===== config.mk =====
export PLATFORM = sky130hd
export DESIGN_NAME = bus_arbiter
export DESIGN_NICKNAME = d
export VERILOG_FILES = /design/src/rtl/bus_arb_pkg.sv /design/src/rtl/rr_pick4.sv /design/src/rtl/bus_arbiter.sv
export SDC_FILE = /design/constraint.sdc
export NUM_CORES = 1
export LEC_CHECK = 0
export CORE_MARGIN = 4
export CORE_UTILIZATION = 45
export DETAILED_ROUTE_END_ITERATION = 10
export GPL_ROUTABILITY_DRIVEN = 0
export GPL_TIMING_DRIVEN = 0
export HOLD_SLACK_MARGIN = 0.06
export PLACE_DENSITY_LB_ADDON = 0.2
export SLEW_MARGIN = 20
export SYNTH_ARGS = -nofsm -noshare
export SYNTH_HDL_FRONTEND = slang
export SYNTH_SLANG_ARGS = --single-unit

===== constraint.sdc =====
create_clock -name clk_sys -period 3.9 [get_ports clk_sys]
set_clock_uncertainty 0.2 [all_clocks]
set_input_delay 0.585 -clock clk_sys [delete_from_list [all_inputs] [get_ports clk_sys]]
set_output_delay 0.585 -clock clk_sys [all_outputs]
set_load 0.05 [all_outputs]

===== src/rtl/bus_arb_pkg.sv =====
// Shared definitions for the four-slot system bus arbiter: state encoding,
// slot indices and slot-vector helpers.
package bus_arb_pkg;

  typedef enum logic [1:0] {
    ARB_IDLE  = 2'd0,
    ARB_GRANT = 2'd1,
    ARB_DEAD  = 2'd2
  } arb_state_e;

  localparam int ARB_SLOTS = 4;

  localparam logic [1:0] SLOT_CPU0 = 2'd0;
  localparam logic [1:0] SLOT_CPU1 = 2'd1;
  localparam logic [1:0] SLOT_MEM  = 2'd2;
  localparam logic [1:0] SLOT_IOB  = 2'd3;

  // Slot vectors run [1:4], so slot index 0 is the leftmost bit.
  function automatic logic [1:4] slot_onehot(input logic [1:0] idx);
    logic [1:4] oh;
    case (idx)
      2'd0:    oh = 4'b1000;
      2'd1:    oh = 4'b0100;
      2'd2:    oh = 4'b0010;
      2'd3:    oh = 4'b0001;
      default: oh = 4'b0000;
    endcase
    return oh;
  endfunction

  function automatic logic slot_bit(input logic [1:4] v, input logic [1:0] idx);
    return |(v & slot_onehot(idx));
  endfunction

endpackage


===== src/rtl/rr_pick4.sv =====
// Combinational round-robin selector over four request lines; the scan
// starts at last+1 and wraps, so the previous winner has lowest priority.
module rr_pick4
  import bus_arb_pkg::*;
(
  input  logic [1:4] zg,
  input  logic [1:0] last,
  output logic       valid,
  output logic [1:0] idx
);

  logic [1:0] cand_s;
  logic       hit_s;

  // Walk the four candidates in priority order and keep the first requester.
  always_comb begin
    valid  = 1'b0;
    idx    = last;
    cand_s = last;
    hit_s  = 1'b0;
    for (int k = 1; k <= ARB_SLOTS; k++) begin
      cand_s = last + k[1:0];
      hit_s  = !valid && slot_bit(zg, cand_s);
      idx    = hit_s ? cand_s : idx;
      valid  = valid | hit_s;
    end
  end

endmodule


===== src/rtl/bus_arbiter.sv =====
// Round-robin bus arbiter with registered one-hot grants and a dead period
// between owners. Define BUS_ARB_TIMEOUT_EN to build the grant watchdog.
module bus_arbiter
  import bus_arb_pkg::*;
#(
  parameter logic [7:0] TIMEOUT_TICKS = 8'd200,
  parameter logic [1:0] DEAD_CYCLES   = 2'd1
) (
  input  logic       clk_sys,
  input  logic       rst_n,
  input  logic [1:4] zg,
  input  logic [1:4] zz,
  output logic [1:4] zw,
  output logic       busy,
  output logic [1:0] owner,
  output logic       tmo,
  output logic       tmo_err,
  input  logic       tmo_clr
);

  arb_state_e state_r, state_nxt_s;
  logic [1:4] zw_r, zw_nxt_s;
  logic       busy_r;
  logic [1:0] owner_r, owner_nxt_s;
  logic [1:0] last_r, last_nxt_s;
  logic [1:0] dcnt_r, dcnt_nxt_s;
  logic       pick_valid_s;
  logic [1:0] pick_idx_s;
  logic       release_s;
  logic       timeout_s;

  rr_pick4 u_pick (
    .zg    (zg),
    .last  (last_r),
    .valid (pick_valid_s),
    .idx   (pick_idx_s)
  );

  // An explicit release and a dropped request in the same cycle are one event.
  assign release_s = slot_bit(zz, owner_r) | ~slot_bit(zg, owner_r);

`ifdef BUS_ARB_TIMEOUT_EN
  logic [7:0] tcnt_r, tcnt_nxt_s;
  logic       tmo_r, tmo_err_r;

  assign tcnt_nxt_s = (state_r == ARB_GRANT) ? tcnt_r + 8'd1 : 8'd0;
  assign timeout_s  = (state_r == ARB_GRANT) && !release_s &&
                      (tcnt_r == TIMEOUT_TICKS - 8'd1);

  // Watchdog counter and alarm flags; a new timeout beats a clear request.
  always_ff @(posedge clk_sys) begin
    if (!rst_n) begin
      tcnt_r    <= 8'd0;
      tmo_r     <= 1'b0;
      tmo_err_r <= 1'b0;
    end else begin
      tcnt_r    <= tcnt_nxt_s;
      tmo_r     <= timeout_s;
      tmo_err_r <= timeout_s | (tmo_err_r & ~tmo_clr);
    end
  end

  assign tmo     = tmo_r;
  assign tmo_err = tmo_err_r;
`else
  logic [8:0] unused_cfg_s;

  assign unused_cfg_s = {TIMEOUT_TICKS, tmo_clr};
  assign timeout_s    = 1'b0;
  assign tmo          = 1'b0;
  assign tmo_err      = 1'b0;
`endif

  // Next-state and next-output logic for the IDLE/GRANT/DEAD sequencer.
  always_comb begin
    state_nxt_s = state_r;
    zw_nxt_s    = zw_r;
    owner_nxt_s = owner_r;
    last_nxt_s  = last_r;
    dcnt_nxt_s  = dcnt_r;
    case (state_r)
      ARB_IDLE: begin
        if (pick_valid_s) begin
          state_nxt_s = ARB_GRANT;
          zw_nxt_s    = slot_onehot(pick_idx_s);
          owner_nxt_s = pick_idx_s;
          last_nxt_s  = pick_idx_s;
        end else begin
          zw_nxt_s = 4'b0000;
        end
      end
      ARB_GRANT: begin
        if (release_s || timeout_s) begin
          state_nxt_s = ARB_DEAD;
          zw_nxt_s    = 4'b0000;
          dcnt_nxt_s  = 2'd0;
        end else begin
          zw_nxt_s = slot_onehot(owner_r);
        end
      end
      ARB_DEAD: begin
        zw_nxt_s = 4'b0000;
        if (dcnt_r >= DEAD_CYCLES - 2'd1) begin
          state_nxt_s = ARB_IDLE;
          dcnt_nxt_s  = 2'd0;
        end else begin
          dcnt_nxt_s = dcnt_r + 2'd1;
        end
      end
      default: begin
        state_nxt_s = ARB_IDLE;
        zw_nxt_s    = 4'b0000;
        dcnt_nxt_s  = 2'd0;
      end
    endcase
  end

  // State and output registers; reset drops any grant with no dead period.
  always_ff @(posedge clk_sys) begin
    if (!rst_n) begin
      state_r <= ARB_IDLE;
      zw_r    <= 4'b0000;
      busy_r  <= 1'b0;
      owner_r <= 2'd0;
      last_r  <= 2'd3;
      dcnt_r  <= 2'd0;
    end else begin
      state_r <= state_nxt_s;
      zw_r    <= zw_nxt_s;
      busy_r  <= (state_nxt_s == ARB_GRANT);
      owner_r <= owner_nxt_s;
      last_r  <= last_nxt_s;
      dcnt_r  <= dcnt_nxt_s;
    end
  end

  assign zw    = zw_r;
  assign busy  = busy_r;
  assign owner = owner_r;

endmodule


Yosys cells after proc, flatten, opt, wreduce, memory -nomap -nowiden:

Index checks and enable logic that the tools add are counted.
Widths: inputs -> output; s select.

* bits in registers: 13
* bits in writable memories: 0
* bits of input ports: 11
* latch bits: 0
* bits in read-only memories: 0
* memories: 0
* output and inout port bits: 9
* word-level logic and storage cells: 86

* equality and inequality tests: 22
* $mul: 0
* reduce and logical (&&, ||, !) cells: 21
* add/sub/neg operators: 4
* bitwise logic cells: 12
* mux-type cells: 20
* shift operators: 0
* div/mod/pow operators: 0
* magnitude comparators: 1

Operators with widths (count)
* $pmux 4 s4: 6
* $eq 2x2->1 const B: 13
* $and 4x4->4: 6
* $reduce_or 4->1: 6
* $mux 2: 9
* $eq 2x1->1 const B: 8
* $logic_not 2->1: 7
* $pmux 2 s3: 2
* $mux 4: 2
* $pmux 4 s2: 1
* $add 2x1->2 const B: 2
* $add 2x2->2 const B: 2
* $or 1x1->1: 4
* $reduce_and 2->1: 2
* $logic_and 1x1->1: 3
* $logic_not 1->1: 3
* $ge 2x1->1 const B: 1
* $ne 2x2->1 const B: 1
* $not 1->1: 2

Longest topological paths before layout:

Gate-level depths: netlist of the first run.

* depth in word-level cells: 18
* gate-level depth with buffers: 8
* mapped depth without buffers: 8

Modules after synthesis:

Synthesis of the first run repeated with hierarchy kept, for this count alone.

* cells, all modules: 74
* area, all modules: 685.7 sq um

Modules (own cells, without submodules)
* bus_arbiter: seq. area each 220.2 sq um, cells an instance 49, area each 470.5 sq um, times used 1
* rr_pick4: seq. area each 0.0 sq um, cells an instance 25, area each 215.2 sq um, times used 1

Worst setup path after synthesis of the first run:

Ideal clock, no wire load.

* path type: reg-to-reg
* start: reg last_r[0]
* end: reg last_r[1]
* buffers on the path: 0
* period minus slack after synthesis: 2.058 ns
* data required time: 3.585 ns
* stages on the path, launching flop included: 9
* setup time: 0.115 ns
* path slack: 1.842 ns
* arrival time: 1.742 ns
* cells stage by stage: dfxtp_1 > inv_1 > ha_1 > a22o_1 > nor2_2 > nand3_1 > o31ai_4 > mux2i_1 > nand2_1

* longest elaborated chain between the ends: 15
* elaborated cells between the ends (all ways): 45
* classes of those cells: add/sub: 3; eq/ne: 12; mux: 8; bitwise: 7; reduce/logical: 15

RTL lines
* from (decl): RTL line bus_arbiter.sv:25 `logic [1:0] last_r, last_nxt_s;`
* from (signal assigned): RTL line bus_arbiter.sv:132 `last_r <= last_nxt_s;`
* $add 2x1->2: RTL line rr_pick4.sv:22 `cand_s = last + k[1:0];`
* $eq 2x2->1, or another cell as far along: RTL line bus_arb_pkg.sv:21 `case (idx)`
* $pmux 4 s4: RTL line bus_arb_pkg.sv:21
* $and 4x4->4: RTL line bus_arb_pkg.sv:32 `return |(v & slot_onehot(idx));`
* $reduce_or 4->1: RTL line bus_arb_pkg.sv:32
* $logic_not 1->1: RTL line rr_pick4.sv:23 `hit_s = !valid && slot_bit(zg, cand_s);`
* $logic_and 1x1->1: RTL line rr_pick4.sv:23
* $or 1x1->1: RTL line rr_pick4.sv:25 `valid = valid | hit_s;`
* $logic_not 1->1: RTL line rr_pick4.sv:23
* $logic_and 1x1->1: RTL line rr_pick4.sv:23
* $or 1x1->1: RTL line rr_pick4.sv:25
* $logic_not 1->1: RTL line rr_pick4.sv:23
* $logic_and 1x1->1: RTL line rr_pick4.sv:23
* $or 1x1->1: RTL line rr_pick4.sv:25
* $reduce_and 2->1 (no source line)

Parallel ways exist; a longest one is shown, timed or not.
A chain may end at the register's enable or synchronous reset.

Final worst setup path of the first run:

* start: in zg[3] (netlist name)
* end: reg owner_r[1] (netlist: owner[1])

* longest elaborated chain between the ends: 12
* elaborated cells between the ends (all ways): 22
* classes of those cells: mux: 4; bitwise: 7; reduce/logical: 11

RTL lines
* from (decl): RTL line bus_arbiter.sv:11 `input logic [1:4] zg,`
* $and 4x4->4: RTL line bus_arb_pkg.sv:32
* $reduce_or 4->1: RTL line bus_arb_pkg.sv:32
* $logic_not 1->1: RTL line rr_pick4.sv:23
* $logic_and 1x1->1: RTL line rr_pick4.sv:23
* $or 1x1->1: RTL line rr_pick4.sv:25
* $logic_not 1->1: RTL line rr_pick4.sv:23
* $logic_and 1x1->1: RTL line rr_pick4.sv:23
* $or 1x1->1: RTL line rr_pick4.sv:25
* $logic_not 1->1: RTL line rr_pick4.sv:23
* $logic_and 1x1->1: RTL line rr_pick4.sv:23
* $or 1x1->1: RTL line rr_pick4.sv:25
* $reduce_and 2->1 (no source line)
* to (signal assigned): RTL line bus_arbiter.sv:131 `owner_r <= owner_nxt_s;`
* to (decl): RTL line bus_arbiter.sv:24 `logic [1:0] owner_r, owner_nxt_s;`

Parallel ways exist; a longest one is shown, timed or not.

==> run_summary.xml, run 1 <==
<?xml version="1.0" encoding="UTF-8"?>
<metrics>
  <group name="final_layout">
    <metric name="layout.cells.non_filler" unit="">122</metric>
    <metric name="layout.cells.most_common" unit="">clkdlybuf4s50_1</metric>
    <metric name="layout.core_utilization" unit="%">62.4</metric>
    <metric name="proportion_of_layout_cells_with_a_drive_suffix_above_1" unit="%">13.2</metric>
    <metric name="most-common-layout-cells" unit="">16 x clkdlybuf4s50_1, 11 x dfxtp_1, 9 x nand2_1</metric>
    <metric name="final_nets" unit="">122</metric>
    <metric name="stdcell_area" unit="um2">962</metric>
    <metric name="areaGrowthSynthToFinish" unit="%">28.0</metric>
    <metric name="num_antenna_cells" unit="">0</metric>
  </group>
  <group name="cts">
    <metric name="post_cts_buffers" unit="">0</metric>
    <metric name="cts_hold_repair.buffers" unit="">0</metric>
    <metric name="clk_root_buf" unit="">clkbuf_4</metric>
    <metric name="cts_max_level" unit="">1</metric>
    <metric name="cts_made_buffers" unit="">3</metric>
    <metric name="cts.sink_count" unit="">11</metric>
    <metric name="clkLatencyLatePin" unit="ns">0.27</metric>
    <metric name="cts_tree" unit="">yes</metric>
    <metric name="clk_transition_reported_paths" unit="ns">0.06</metric>
    <metric name="postCtsResizedCells" unit="">0</metric>
    <metric name="buffer_depth_of_the_longest_clock_path" unit="">2</metric>
  </group>
  <group name="critical_path">
    <metric name="path_class" unit="">in2reg</metric>
    <metric name="worstRegToRegCells" unit="">8</metric>
    <metric name="worst-endpoint-arrival" unit="ns">2.30</metric>
    <metric name="critical_path_fanouts_max" unit="">6</metric>
    <metric name="critPathCaptureType" unit="">flop</metric>
    <metric name="cp-start-kind" unit="">primary input</metric>
    <metric name="destination_of_the_worst_register_to_register_timing_path" unit="">owner[1]</metric>
    <metric name="reg2reg_setup_slack" unit="ns">1.60</metric>
    <metric name="rr_startpoint" unit="">last_r[0]</metric>
    <metric name="worstPathRequired" unit="ns">3.86</metric>
  </group>
  <group name="sta">
    <metric name="tns" unit="ns">0</metric>
    <metric name="tightest_slew" unit="ns">0.497</metric>
    <metric name="max_clock_freq" unit="MHz">427</metric>
    <metric name="fin_crit_sh" unit="%">60.0</metric>
    <metric name="max-slew-margin-rel" unit="%">66.8</metric>
    <metric name="min_period" unit="ns">2.34</metric>
    <metric name="rsz0062_at_grt" unit="">no</metric>
    <metric name="drv_slew" unit="">0</metric>
    <metric name="setup_viols_final" unit="">0</metric>
    <metric name="holdWs" unit="ns">0.343</metric>
    <metric name="hold_violations" unit="">0</metric>
  </group>
  <group name="placement">
    <metric name="hpwlAfterDp" unit="um">1260</metric>
    <metric name="numPlacedInstances" unit="">118</metric>
    <metric name="placedInstanceArea" unit="um2">936</metric>
    <metric name="portBuffers" unit="">16</metric>
  </group>
  <group name="synthesis">
    <metric name="synthesis.area_per_instance" unit="um2">8.85</metric>
    <metric name="sequential_element_share_of_the_synthesized_area" unit="%">29.3</metric>
    <metric name="synth.yosys.warnings" unit="">0</metric>
    <metric name="synth_cell_type_count" unit="">36</metric>
    <metric name="synth-edff-count" unit="">0</metric>
    <metric name="synthesis.area" unit="um2">752</metric>
    <metric name="syn_inst" unit="">85</metric>
    <metric name="synth.top_cell.area_share" unit="%">29.3</metric>
    <metric name="synth.largest_area_cell" unit="">dfxtp_1</metric>
    <metric name="synth_async_sr_flop_share" unit="%">0</metric>
    <metric name="synth.area.top_cells" unit="">dfxtp_1 29%, ha_1 6.7%, nand2_1 4.5%</metric>
    <metric name="postSynthRegisterBits" unit="">11</metric>
    <metric name="ys_dominant_reg_cell" unit="">dfxtp_1</metric>
  </group>
  <group name="grt">
    <metric name="pin_count_of_the_biggest_net_entering_global_routing" unit="">10</metric>
    <metric name="grt_util_all_layers" unit="%">14.4</metric>
    <metric name="grt_antenna_before_repair" unit="">0</metric>
    <metric name="grt_pass1_vias" unit="">635</metric>
    <metric name="grt_pass1_wl" unit="um">2750</metric>
    <metric name="overflow" unit="">0</metric>
  </group>
  <group name="floorplan">
    <metric name="die_w" unit="um">48.9</metric>
    <metric name="start_util" unit="%">48.8</metric>
    <metric name="num_io_pins" unit="">20</metric>
    <metric name="core_area" unit="um2">1540</metric>
    <metric name="die_span_in_y" unit="um">48.9</metric>
    <metric name="row_count" unit="">14</metric>
    <metric name="dieArea" unit="um2">2390</metric>
  </group>
  <group name="hold_path">
    <metric name="timing.hold.worst.start" unit="">last_r[0]</metric>
    <metric name="hold-path-endpoint" unit="">last_r[0]</metric>
    <metric name="holdPathStages" unit="">2</metric>
    <metric name="hold_path.class" unit="">reg2reg</metric>
  </group>
  <group name="drt">
    <metric name="routed-via-count" unit="">703</metric>
    <metric name="vias_per_cell" unit="">5.76</metric>
    <metric name="drt_iter0_drc" unit="">22</metric>
    <metric name="drt-wirelength-per-cell" unit="um">12.9</metric>
    <metric name="number_of_nets_still_failing_antenna_checks_after_routing" unit="">0</metric>
    <metric name="wirelength" unit="um">1570</metric>
    <metric name="detail_route.drc_violations" unit="">0</metric>
    <metric name="drt_pre_antenna_iters" unit="">4</metric>
  </group>
  <group name="power">
    <metric name="max-vdd-ir-drop" unit="mV">0.426</metric>
    <metric name="powerDensity" unit="nW/um2">835</metric>
    <metric name="leakage" unit="nW">0.399</metric>
  </group>
  <group name="run_status">
    <metric name="status" unit="">completed</metric>
  </group>
  <group name="job">
    <metric name="max_cap_violations" unit="">0</metric>
  </group>
</metrics>
[metal layers]
metal | GRT usage, % | wire (um)
met1 | 17.9 | 706
met2 | 22.2 | 716
met3 | 6.42 | 126
met4 | 4.04 | 19
met5 | 0 | 0
[stage by stage]
stage | worst slack (ns) | total power, mW
3_5_place_dp | 1.28 | 0.728
5_1_grt | 1.41 | 0.869
4_1_cts | 1.56 | 0.808
2_1_floorplan | 1.84 | 0.605
3_3_place_gp | 1.31 | 0.718
6_report | 1.56 | 0.803
[Yosys cell counts (all sizes together) (2+ instances only)]
cell type,count
a21boi,2
a21oi,6
a22o,2
a22oi,6
a31oi,2
and3,2
buf,2
dfxtp,11
ha,4
inv,4
mux2i,3
nand2,10
nand2b,4
nand3,2
nand3b,2
nor2,4
nor2b,3
nor3b,2
o31ai,3
[power breakdown]
group / total [mW] / internal (mW) / switching [mW]
clock: 0.0773 / 0.0397 / 0.0376
sequential: 0.183 / 0.155 / 0.0274
combinational: 0.544 / 0.226 / 0.317
[how the worst max path moves through the flow]
stage | from | endpoint | cells past startpoint
after floorplan | last_r[0] | last_r[1] | 8
after global placement | zg[3] | last_r[1] | 7
after CTS | zg[3] | owner[1] | 7
final | zg[3] | owner[1] | 7
after global routing | last_r[1] | last_r[1] | 8
after detailed placement | zg[3] | owner[1] | 7
[sequential cells by signal (all words and copies together), names as in the netlist]
| register | count |
|---|---|
| last_r | 2 |
| state_r | 2 |
| zw | 4 |
| owner | 2 |
| busy | 1 |
[worst max-delay path, cell delays in order]
cell and delay, ns:
clkdlybuf4s50_1 0.50, a22o_1 0.28, nor2_2 0.17, nand3_1 0.14
o31ai_4 0.33, mux2i_1 0.24, nor2b_1 0.06
[cells by family (layout without fill, tap and decap cells)]
logic type | count (synthesis) | in the layout | share of synthesized area (%)
adder cells (fa/ha/maj) | 4 | 4 | 6.66
buffers and inverters | 7 | 27 | 4.49
other | 1 | 2 | 0.499
AND/OR/NAND/NOR | 32 | 32 | 24.6
multiplexers | 3 | 3 | 3.99
flip-flops | 11 | 11 | 29.3
AO/OA/AOI/OAI | 27 | 27 | 30.4
[cell type report]
| class | instances | area [um2] |
|---|---|---|
| well taps | 16 | 20.0 |
| multi-input cells | 68 | 502 |
| plain buffers | 3 | 18.8 |
| flip-flops and latches | 11 | 220 |
| inverters | 4 | 15.0 |
| repair buffers | 16 | 160 |
| clock buffers | 4 | 26.3 |
| fillers | 143 | 579 |
No activity file was read; power rests on OpenSTA's default activity.
==> inputs of run 2 (changes only) <==
==> constraint.sdc (replaced) <==
create_clock -name clk_sys -period 2.25 [get_ports clk_sys]
set_clock_uncertainty 0.2 [all_clocks]
set_input_delay 0.3375 -clock clk_sys [delete_from_list [all_inputs] [get_ports clk_sys]]
set_output_delay 0.3375 -clock clk_sys [all_outputs]
set_load 0.05 [all_outputs]
==> run_summary.xml, run 2 (synthesis results as in run 1) <==
<?xml version="1.0" encoding="UTF-8"?>
<metrics>
  <group name="run_status">
    <metric name="status" unit="">completed</metric>
  </group>
  <group name="critical_path">
    <metric name="destination_of_the_worst_register_to_register_timing_path" unit="">zw[2]</metric>
    <metric name="critPathCaptureType" unit="">flop</metric>
    <metric name="rr_startpoint" unit="">last_r[0]</metric>
    <metric name="reg2reg_setup_slack" unit="ns">0.15</metric>
    <metric name="worstPathRequired" unit="ns">2.25</metric>
    <metric name="worst-endpoint-arrival" unit="ns">2.10</metric>
    <metric name="path_class" unit="">reg2reg</metric>
    <metric name="critical_path_fanouts_max" unit="">6</metric>
    <metric name="cp-start-kind" unit="">flop</metric>
    <metric name="worstRegToRegCells" unit="">8</metric>
  </group>
  <group name="drt">
    <metric name="drt-wirelength-per-cell" unit="um">13.0</metric>
    <metric name="routed-via-count" unit="">694</metric>
    <metric name="vias_per_cell" unit="">5.64</metric>
    <metric name="detail_route.drc_violations" unit="">0</metric>
    <metric name="number_of_nets_still_failing_antenna_checks_after_routing" unit="">0</metric>
    <metric name="wirelength" unit="um">1600</metric>
    <metric name="drt_iter0_drc" unit="">27</metric>
    <metric name="drt_pre_antenna_iters" unit="">4</metric>
  </group>
  <group name="sta">
    <metric name="fin_crit_sh" unit="%">93.3</metric>
    <metric name="tightest_slew" unit="ns">0.497</metric>
    <metric name="finalWorstSetupSlack" unit="ns">0.150</metric>
    <metric name="hold_violations" unit="">0</metric>
    <metric name="max_clock_freq" unit="MHz">476</metric>
    <metric name="min_period" unit="ns">2.10</metric>
    <metric name="rsz0062_at_grt" unit="">no</metric>
    <metric name="tns" unit="ns">0</metric>
    <metric name="max-slew-margin-rel" unit="%">66.8</metric>
    <metric name="holdWs" unit="ns">0.321</metric>
    <metric name="setup_viols_final" unit="">0</metric>
    <metric name="drv_slew" unit="">0</metric>
  </group>
  <group name="grt">
    <metric name="pin_count_of_the_biggest_net_entering_global_routing" unit="">10</metric>
    <metric name="grt_antenna_before_repair" unit="">0</metric>
    <metric name="grt_pass1_wl" unit="um">2810</metric>
    <metric name="grt_pass1_vias" unit="">649</metric>
    <metric name="grt_util_all_layers" unit="%">14.6</metric>
    <metric name="overflow" unit="">0</metric>
  </group>
  <group name="final_layout">
    <metric name="layout.core_utilization" unit="%">64.4</metric>
    <metric name="most-common-layout-cells" unit="">16 x clkdlybuf4s50_1, 9 x nand2_1, 9 x dfxtp_1</metric>
    <metric name="final_nets" unit="">123</metric>
    <metric name="stdcell_area" unit="um2">992</metric>
    <metric name="largest_reg_flops" unit="">4</metric>
    <metric name="proportion_of_layout_cells_with_a_drive_suffix_above_1" unit="%">19.6</metric>
    <metric name="areaGrowthSynthToFinish" unit="%">31.9</metric>
    <metric name="layout.cells.most_common" unit="">clkdlybuf4s50_1</metric>
    <metric name="layout.cells.non_filler" unit="">123</metric>
    <metric name="num_antenna_cells" unit="">0</metric>
  </group>
  <group name="floorplan">
    <metric name="dieArea" unit="um2">2390</metric>
    <metric name="row_count" unit="">14</metric>
    <metric name="core_area" unit="um2">1540</metric>
    <metric name="die_span_in_y" unit="um">48.9</metric>
    <metric name="die_w" unit="um">48.9</metric>
    <metric name="num_io_pins" unit="">20</metric>
    <metric name="start_util" unit="%">48.8</metric>
  </group>
  <group name="placement">
    <metric name="numPlacedInstances" unit="">118</metric>
    <metric name="hpwlAfterDp" unit="um">1260</metric>
    <metric name="portBuffers" unit="">16</metric>
    <metric name="placedInstanceArea" unit="um2">936</metric>
    <metric name="dpl_worst_slack" unit="ns">-0.120</metric>
  </group>
  <group name="hold_path">
    <metric name="timing.hold.worst.start" unit="">last_r[0]</metric>
    <metric name="hold-path-endpoint" unit="">last_r[0]</metric>
    <metric name="holdPathStages" unit="">2</metric>
    <metric name="hold_path.class" unit="">reg2reg</metric>
  </group>
  <group name="cts">
    <metric name="cts_hold_repair.buffers" unit="">0</metric>
    <metric name="buffer_depth_of_the_longest_clock_path" unit="">2</metric>
    <metric name="clk_transition_reported_paths" unit="ns">0.06</metric>
    <metric name="cts.sink_count" unit="">11</metric>
    <metric name="cts_made_buffers" unit="">3</metric>
    <metric name="cts_max_level" unit="">1</metric>
    <metric name="cts_tree" unit="">yes</metric>
    <metric name="clk_root_buf" unit="">clkbuf_4</metric>
    <metric name="clkLatencyLatePin" unit="ns">0.27</metric>
  </group>
  <group name="job">
    <metric name="max_cap_violations" unit="">0</metric>
  </group>
  <group name="power">
    <metric name="totalPowerFinal" unit="mW">1.44</metric>
    <metric name="max-vdd-ir-drop" unit="mV">0.739</metric>
    <metric name="powerDensity" unit="nW/um2">1450</metric>
    <metric name="leakage" unit="nW">0.402</metric>
  </group>
</metrics>
-- run 2: how the worst max path moves through the flow --
stage,startpoint,endpoint,slack [ns],cells past startpoint
floorplan,last_r[0],last_r[1],0.19,8
global placement,zg[3],last_r[1],-0.09,7
detailed placement,zg[3],owner[1],-0.12,7
CTS,last_r[1],owner[1],0.02,8
global route,last_r[1],last_r[1],0.03,8
finish,last_r[0],zw[2],0.15,8
-- run 2: final cells by class --
type | count | area [um2]
multi-input cells | 68 | 519
flip-flops and latches | 11 | 225
inverters | 4 | 15.0
clock buffers | 4 | 26.3
plain buffers | 3 | 18.8
repair buffers | 17 | 168
fillers | 138 | 549
well taps | 16 | 20.0
-- run 2: worst max-delay path, cell delays in order, from the launching register on --
cell	delay, ns
dfxtp_2	0.35
inv_1	0.13
ha_2	0.24
a22oi_2	0.11
and2_4	0.19
and3_4	0.17
o32a_4	0.38
nand2b_1	0.16
a21oi_1	0.11
-- run 2: per-layer routing --
layer  vias to the layer above  GRT usage (%)  routed length (um)
met5                         -              0                   0
met3                         4           6.42                 107
li1                        350              -                   -
met2                        19           22.6                 734
met4                         0           4.04                  17
met1                       321           18.2                 737
-- run 2: where the power goes --
group | internal [mW] | switching [mW] | total, mW
clock | 0.0687 | 0.0643 | 0.133
combinational | 0.417 | 0.564 | 0.981
sequential | 0.274 | 0.0483 | 0.322
total | 0.759 | 0.677 | 1.44
-- run 2: what timing repair did --
item                       CTS  global route
resized for setup            4             4
pin swaps                    2             1
setup endpoints to repair    2             6
setup buffers                1             0
==> inputs of run 3 (changes only) <==
--- a/config.mk
+++ b/config.mk
@@ -12,6 +12,7 @@
 export GPL_TIMING_DRIVEN = 0
 export HOLD_SLACK_MARGIN = 0.06
 export PLACE_DENSITY_LB_ADDON = 0.2
+export REMOVE_ABC_BUFFERS = 1
 export SLEW_MARGIN = 20
 export SYNTH_ARGS = -nofsm -noshare
 export SYNTH_HDL_FRONTEND = slang
==> run_summary.xml, run 3 (synthesis results as in run 1) <==
<?xml version="1.0" encoding="UTF-8"?>
<metrics>
  <group name="run_status">
    <metric name="status" unit="">completed</metric>
  </group>
  <group name="cts">
    <metric name="cts_made_buffers" unit="">3</metric>
    <metric name="clk_transition_reported_paths" unit="ns">0.06</metric>
    <metric name="cts_tree" unit="">yes</metric>
    <metric name="clkLatencyLatePin" unit="ns">0.26</metric>
    <metric name="buffer_depth_of_the_longest_clock_path" unit="">2</metric>
    <metric name="cts_max_level" unit="">1</metric>
    <metric name="cts_hold_repair.buffers" unit="">0</metric>
    <metric name="cts.sink_count" unit="">11</metric>
    <metric name="clk_root_buf" unit="">clkbuf_4</metric>
  </group>
  <group name="floorplan">
    <metric name="start_util" unit="%">48.8</metric>
    <metric name="row_count" unit="">14</metric>
    <metric name="die_span_in_y" unit="um">48.9</metric>
    <metric name="dieArea" unit="um2">2390</metric>
    <metric name="core_area" unit="um2">1540</metric>
    <metric name="die_w" unit="um">48.9</metric>
    <metric name="num_io_pins" unit="">20</metric>
  </group>
  <group name="power">
    <metric name="leakage" unit="nW">0.406</metric>
    <metric name="totalPowerFinal" unit="mW">1.43</metric>
    <metric name="max-vdd-ir-drop" unit="mV">0.905</metric>
    <metric name="powerDensity" unit="nW/um2">1460</metric>
  </group>
  <group name="grt">
    <metric name="grt_pass1_wl" unit="um">2820</metric>
    <metric name="pin_count_of_the_biggest_net_entering_global_routing" unit="">11</metric>
    <metric name="grt_util_all_layers" unit="%">14.4</metric>
    <metric name="grt_antenna_before_repair" unit="">0</metric>
    <metric name="overflow" unit="">0</metric>
    <metric name="grt_pass1_vias" unit="">680</metric>
  </group>
  <group name="hold_path">
    <metric name="hold-path-endpoint" unit="">last_r[1]</metric>
    <metric name="hold_path.class" unit="">reg2reg</metric>
    <metric name="timing.hold.worst.start" unit="">last_r[1]</metric>
    <metric name="holdPathStages" unit="">2</metric>
  </group>
  <group name="placement">
    <metric name="hpwlAfterDp" unit="um">1290</metric>
    <metric name="placedInstanceArea" unit="um2">917</metric>
    <metric name="portBuffers" unit="">16</metric>
    <metric name="numPlacedInstances" unit="">115</metric>
    <metric name="dpl_worst_slack" unit="ns">-0.117</metric>
  </group>
  <group name="drt">
    <metric name="drt-wirelength-per-cell" unit="um">13.4</metric>
    <metric name="routed-via-count" unit="">672</metric>
    <metric name="wirelength" unit="um">1610</metric>
    <metric name="vias_per_cell" unit="">5.60</metric>
    <metric name="drt_iter0_drc" unit="">8</metric>
    <metric name="number_of_nets_still_failing_antenna_checks_after_routing" unit="">0</metric>
    <metric name="drt_pre_antenna_iters" unit="">4</metric>
    <metric name="detail_route.drc_violations" unit="">0</metric>
  </group>
  <group name="final_layout">
    <metric name="proportion_of_layout_cells_with_a_drive_suffix_above_1" unit="%">18.3</metric>
    <metric name="layout.cells.non_filler" unit="">120</metric>
    <metric name="stdcell_area" unit="um2">978</metric>
    <metric name="final_nets" unit="">120</metric>
    <metric name="areaGrowthSynthToFinish" unit="%">30.1</metric>
    <metric name="num_antenna_cells" unit="">0</metric>
    <metric name="largest_reg_flops" unit="">4</metric>
    <metric name="most-common-layout-cells" unit="">15 x clkdlybuf4s50_1, 9 x nand2_1, 9 x dfxtp_1</metric>
    <metric name="layout.cells.most_common" unit="">clkdlybuf4s50_1</metric>
  </group>
  <group name="sta">
    <metric name="tightest_slew" unit="ns">0.506</metric>
    <metric name="hold_violations" unit="">0</metric>
    <metric name="min_period" unit="ns">2.13</metric>
    <metric name="max-slew-margin-rel" unit="%">66.2</metric>
    <metric name="max_clock_freq" unit="MHz">470</metric>
    <metric name="tns" unit="ns">0</metric>
    <metric name="finalWorstSetupSlack" unit="ns">0.121</metric>
    <metric name="drv_slew" unit="">0</metric>
    <metric name="setup_viols_final" unit="">0</metric>
    <metric name="fin_crit_sh" unit="%">94.6</metric>
  </group>
  <group name="critical_path">
    <metric name="path_class" unit="">reg2reg</metric>
    <metric name="reg2reg_setup_slack" unit="ns">0.12</metric>
    <metric name="worst-endpoint-arrival" unit="ns">2.08</metric>
    <metric name="critPathCaptureType" unit="">flop</metric>
    <metric name="worstRegToRegCells" unit="">8</metric>
    <metric name="cp-start-kind" unit="">flop</metric>
    <metric name="critical_path_fanouts_max" unit="">6</metric>
    <metric name="worstPathRequired" unit="ns">2.20</metric>
    <metric name="destination_of_the_worst_register_to_register_timing_path" unit="">owner[1]</metric>
    <metric name="rr_startpoint" unit="">last_r[1]</metric>
  </group>
  <group name="job">
    <metric name="max_cap_violations" unit="">0</metric>
  </group>
</metrics>
run 3: layout make-up:
class                      instances  area (um2)
timing repair buffer              17         170
inverter                           4        15.0
sequential                        11         228
tap                               16        20.0
fill                             136         563
clock buffer                       4        26.3
multi-input combinational         68         519
run 3: power breakdown:
| group | internal, mW | switching [mW] |
|---|---|---|
| registers | 0.276 | 0.0605 |
| logic | 0.412 | 0.553 |
| clock network | 0.0684 | 0.0605 |
run 3: what timing repair did:
action / in CTS / in global routing
setup buffers: 1 / 0
gates resized for setup: 4 / 6
pin swaps: 2 / 1
endpoints found under the setup margin: 5 / 8
hold endpoints to repair: 0 / 0
run 3: critical path: stages (launching register included):
cell and delay, ns:
dfxtp_4 0.37, inv_1 0.08, ha_2 0.20, a22o_2 0.31, nor2_4 0.16, nand3_2 0.10
o31ai_4 0.31, mux2i_1 0.23, nor2b_1 0.06
run 3: routing by layer:
| layer | global-route usage [%] | vias up | share of wire, % | wire [um] |
|---|---|---|---|---|
| met5 | 0 | - | 0 | 0 |
| met4 | 2.69 | 0 | 0.37 | 6 |
| met3 | 6.42 | 2 | 5.1 | 82 |
| met2 | 23.5 | 14 | 49 | 788 |
| met1 | 17.3 | 314 | 46 | 733 |
| li1 | - | 342 | - | - |
run 3: per-stage QoR:
stage / hold WS, ns / utilization (%)
floorplan: 0.199 / -
global placement: 0.332 / 59.5
detailed placement: 0.353 / 59.5
CTS: 0.338 / 62.3
global route: 0.371 / 63.5
finish: 0.325 / 63.5
run 3: worst max-delay path by stage:
stage | cells past startpoint | slack (ns) | to | start
floorplan | 8 | 0.19 | owner[1] | last_r[0]
global placement | 7 | -0.09 | last_r[1] | zg[3]
detailed placement | 7 | -0.12 | owner[1] | zg[3]
CTS | 8 | 0.01 | owner[1] | last_r[1]
global route | 8 | -0.006 | last_r[1] | last_r[0]
finish | 8 | 0.12 | owner[1] | last_r[1]
==> variant (settings of run 3) <==
The 3 states of `arb_state_e` get a one-hot encoding in 3 bits.
--- a/src/rtl/bus_arb_pkg.sv
+++ b/src/rtl/bus_arb_pkg.sv
@@ -3,8 +3,8 @@
 package bus_arb_pkg;
 
-  typedef enum logic [1:0] {
-    ARB_IDLE  = 2'd0,
-    ARB_GRANT = 2'd1,
-    ARB_DEAD  = 2'd2
+  typedef enum logic [2:0] {
+    ARB_IDLE  = 3'b001,
+    ARB_GRANT = 3'b010,
+    ARB_DEAD  = 3'b100
   } arb_state_e;
 
Check against the original RTL: no difference found for any inputs over 10 cycles, from zero or initial values and one cycle with rst_n low; not proved beyond that.
==> variant against run 3 <==
Core utilization is 8.0 points higher; cell area is 14% higher; setup slack worse by 30 ps; sequential cell count is 1 higher; power is 15% higher; first-iteration DRC count increased to 2.9 times the old value; wire length is 13% higher; area after synthesis up 2.0%.
==> variant: results <==
set metrics [dict create \
    grt_pass1_vias 660 \
    leakagePower_uw 0.000427 \
    signal_buffers 20 \
    multi_input_area_um2 607 \
    fin_util 0.714 \
    min_to "state_r[2]" \
    bufAreaShareNonClock 0.180 \
    dr_wl_met2_um 910 \
    ir_worst_vdd_uv 920 \
    met3_usage 0.0489 \
    wl_met1_um 797 \
    seq_share 0.222 \
    fillers 118 \
    p_sw_frac 0.460 \
    root_buffer "clkbuf_4" \
    dp.cells 113 \
    r2r-end "zw[3]" \
    r2r_cells 9 \
    status "finished clean" \
    worst-path-max-fanout 5 \
    synth_seq_area_share 0.313 \
    synth_area_leaders "dfxtp_1 31%, ha_1 6.5%, nand2b_1 4.1%" \
    synthAdderAreaFrac 0.0653 \
    flops_and_latches 12 \
    placed_area_um2 936 \
    period_minus_slack_ps 2160 \
    clk_share 0.0202 \
    die_w_um 49.3 \
    grtUsageTotal 0.149 \
    cpPeakStageDelay_ps 390 \
    ctsResizeCount 6 \
    grt_max_degree 8 \
    finalNetCount 121 \
    hpwl_mm 1.30 \
    inverters 3 \
    num-multi-input-gates 66 \
    netlist_top_cells_count "12 x dfxtp_1, 5 x nand2_1, 5 x nand2b_1" \
    wl_met3_um 97 \
    grt_pass1_wl_mm 2.85 \
    drt-wirelength-per-cell_um 15.2 \
    drtIter0Drc 23 \
    cts_setup_buffers 2 \
    grtUsageMet2 0.250 \
    reg2reg_setup_slack_ps 90 \
    yosysUniqueCellTypes 39 \
    postSynthAreaPerCell_um2 9.35 \
    whs_ps 353 \
    cp.arrival_ps 2110 \
    hold_start "state_r[0]" \
    num_vias 716 \
    synth_compound_area_frac 0.284 \
]
==> variant: changes by cell type in the layout (fill, tap and decap cells not counted), moves of 4 or more <==
cell / run 3 / this run
a21oi_1: 6 / 2
a22oi_1: 4 / 0
ha_4: 0 / 4
nand2_1: 9 / 4
==> variant: power by group through the flow <==
| stage | sequential, uW | combinational (uW) | clock [uW] |
|---|---|---|---|
| CTS | 357 | 994 | 125 |
| global placement | 357 | 891 | 0 |
| floorplan | 492 | 550 | 0 |
| detailed placement | 360 | 899 | 0 |
| finish | 381 | 1140 | 120 |
| global route | 393 | 1240 | 138 |
==> variant: cell families (layout without fill, tap and decap cells) <==
| kind of cell | after synthesis | after routing |
|---|---|---|
| AND/OR/NAND/NOR | 32 | 32 |
| AO/OA/AOI/OAI | 27 | 27 |
| flip-flops | 12 | 12 |
| buffers and inverters | 5 | 26 |
| adder cells (fa/ha/maj) | 4 | 4 |
| other | 1 | 2 |
| multiplexers | 1 | 1 |
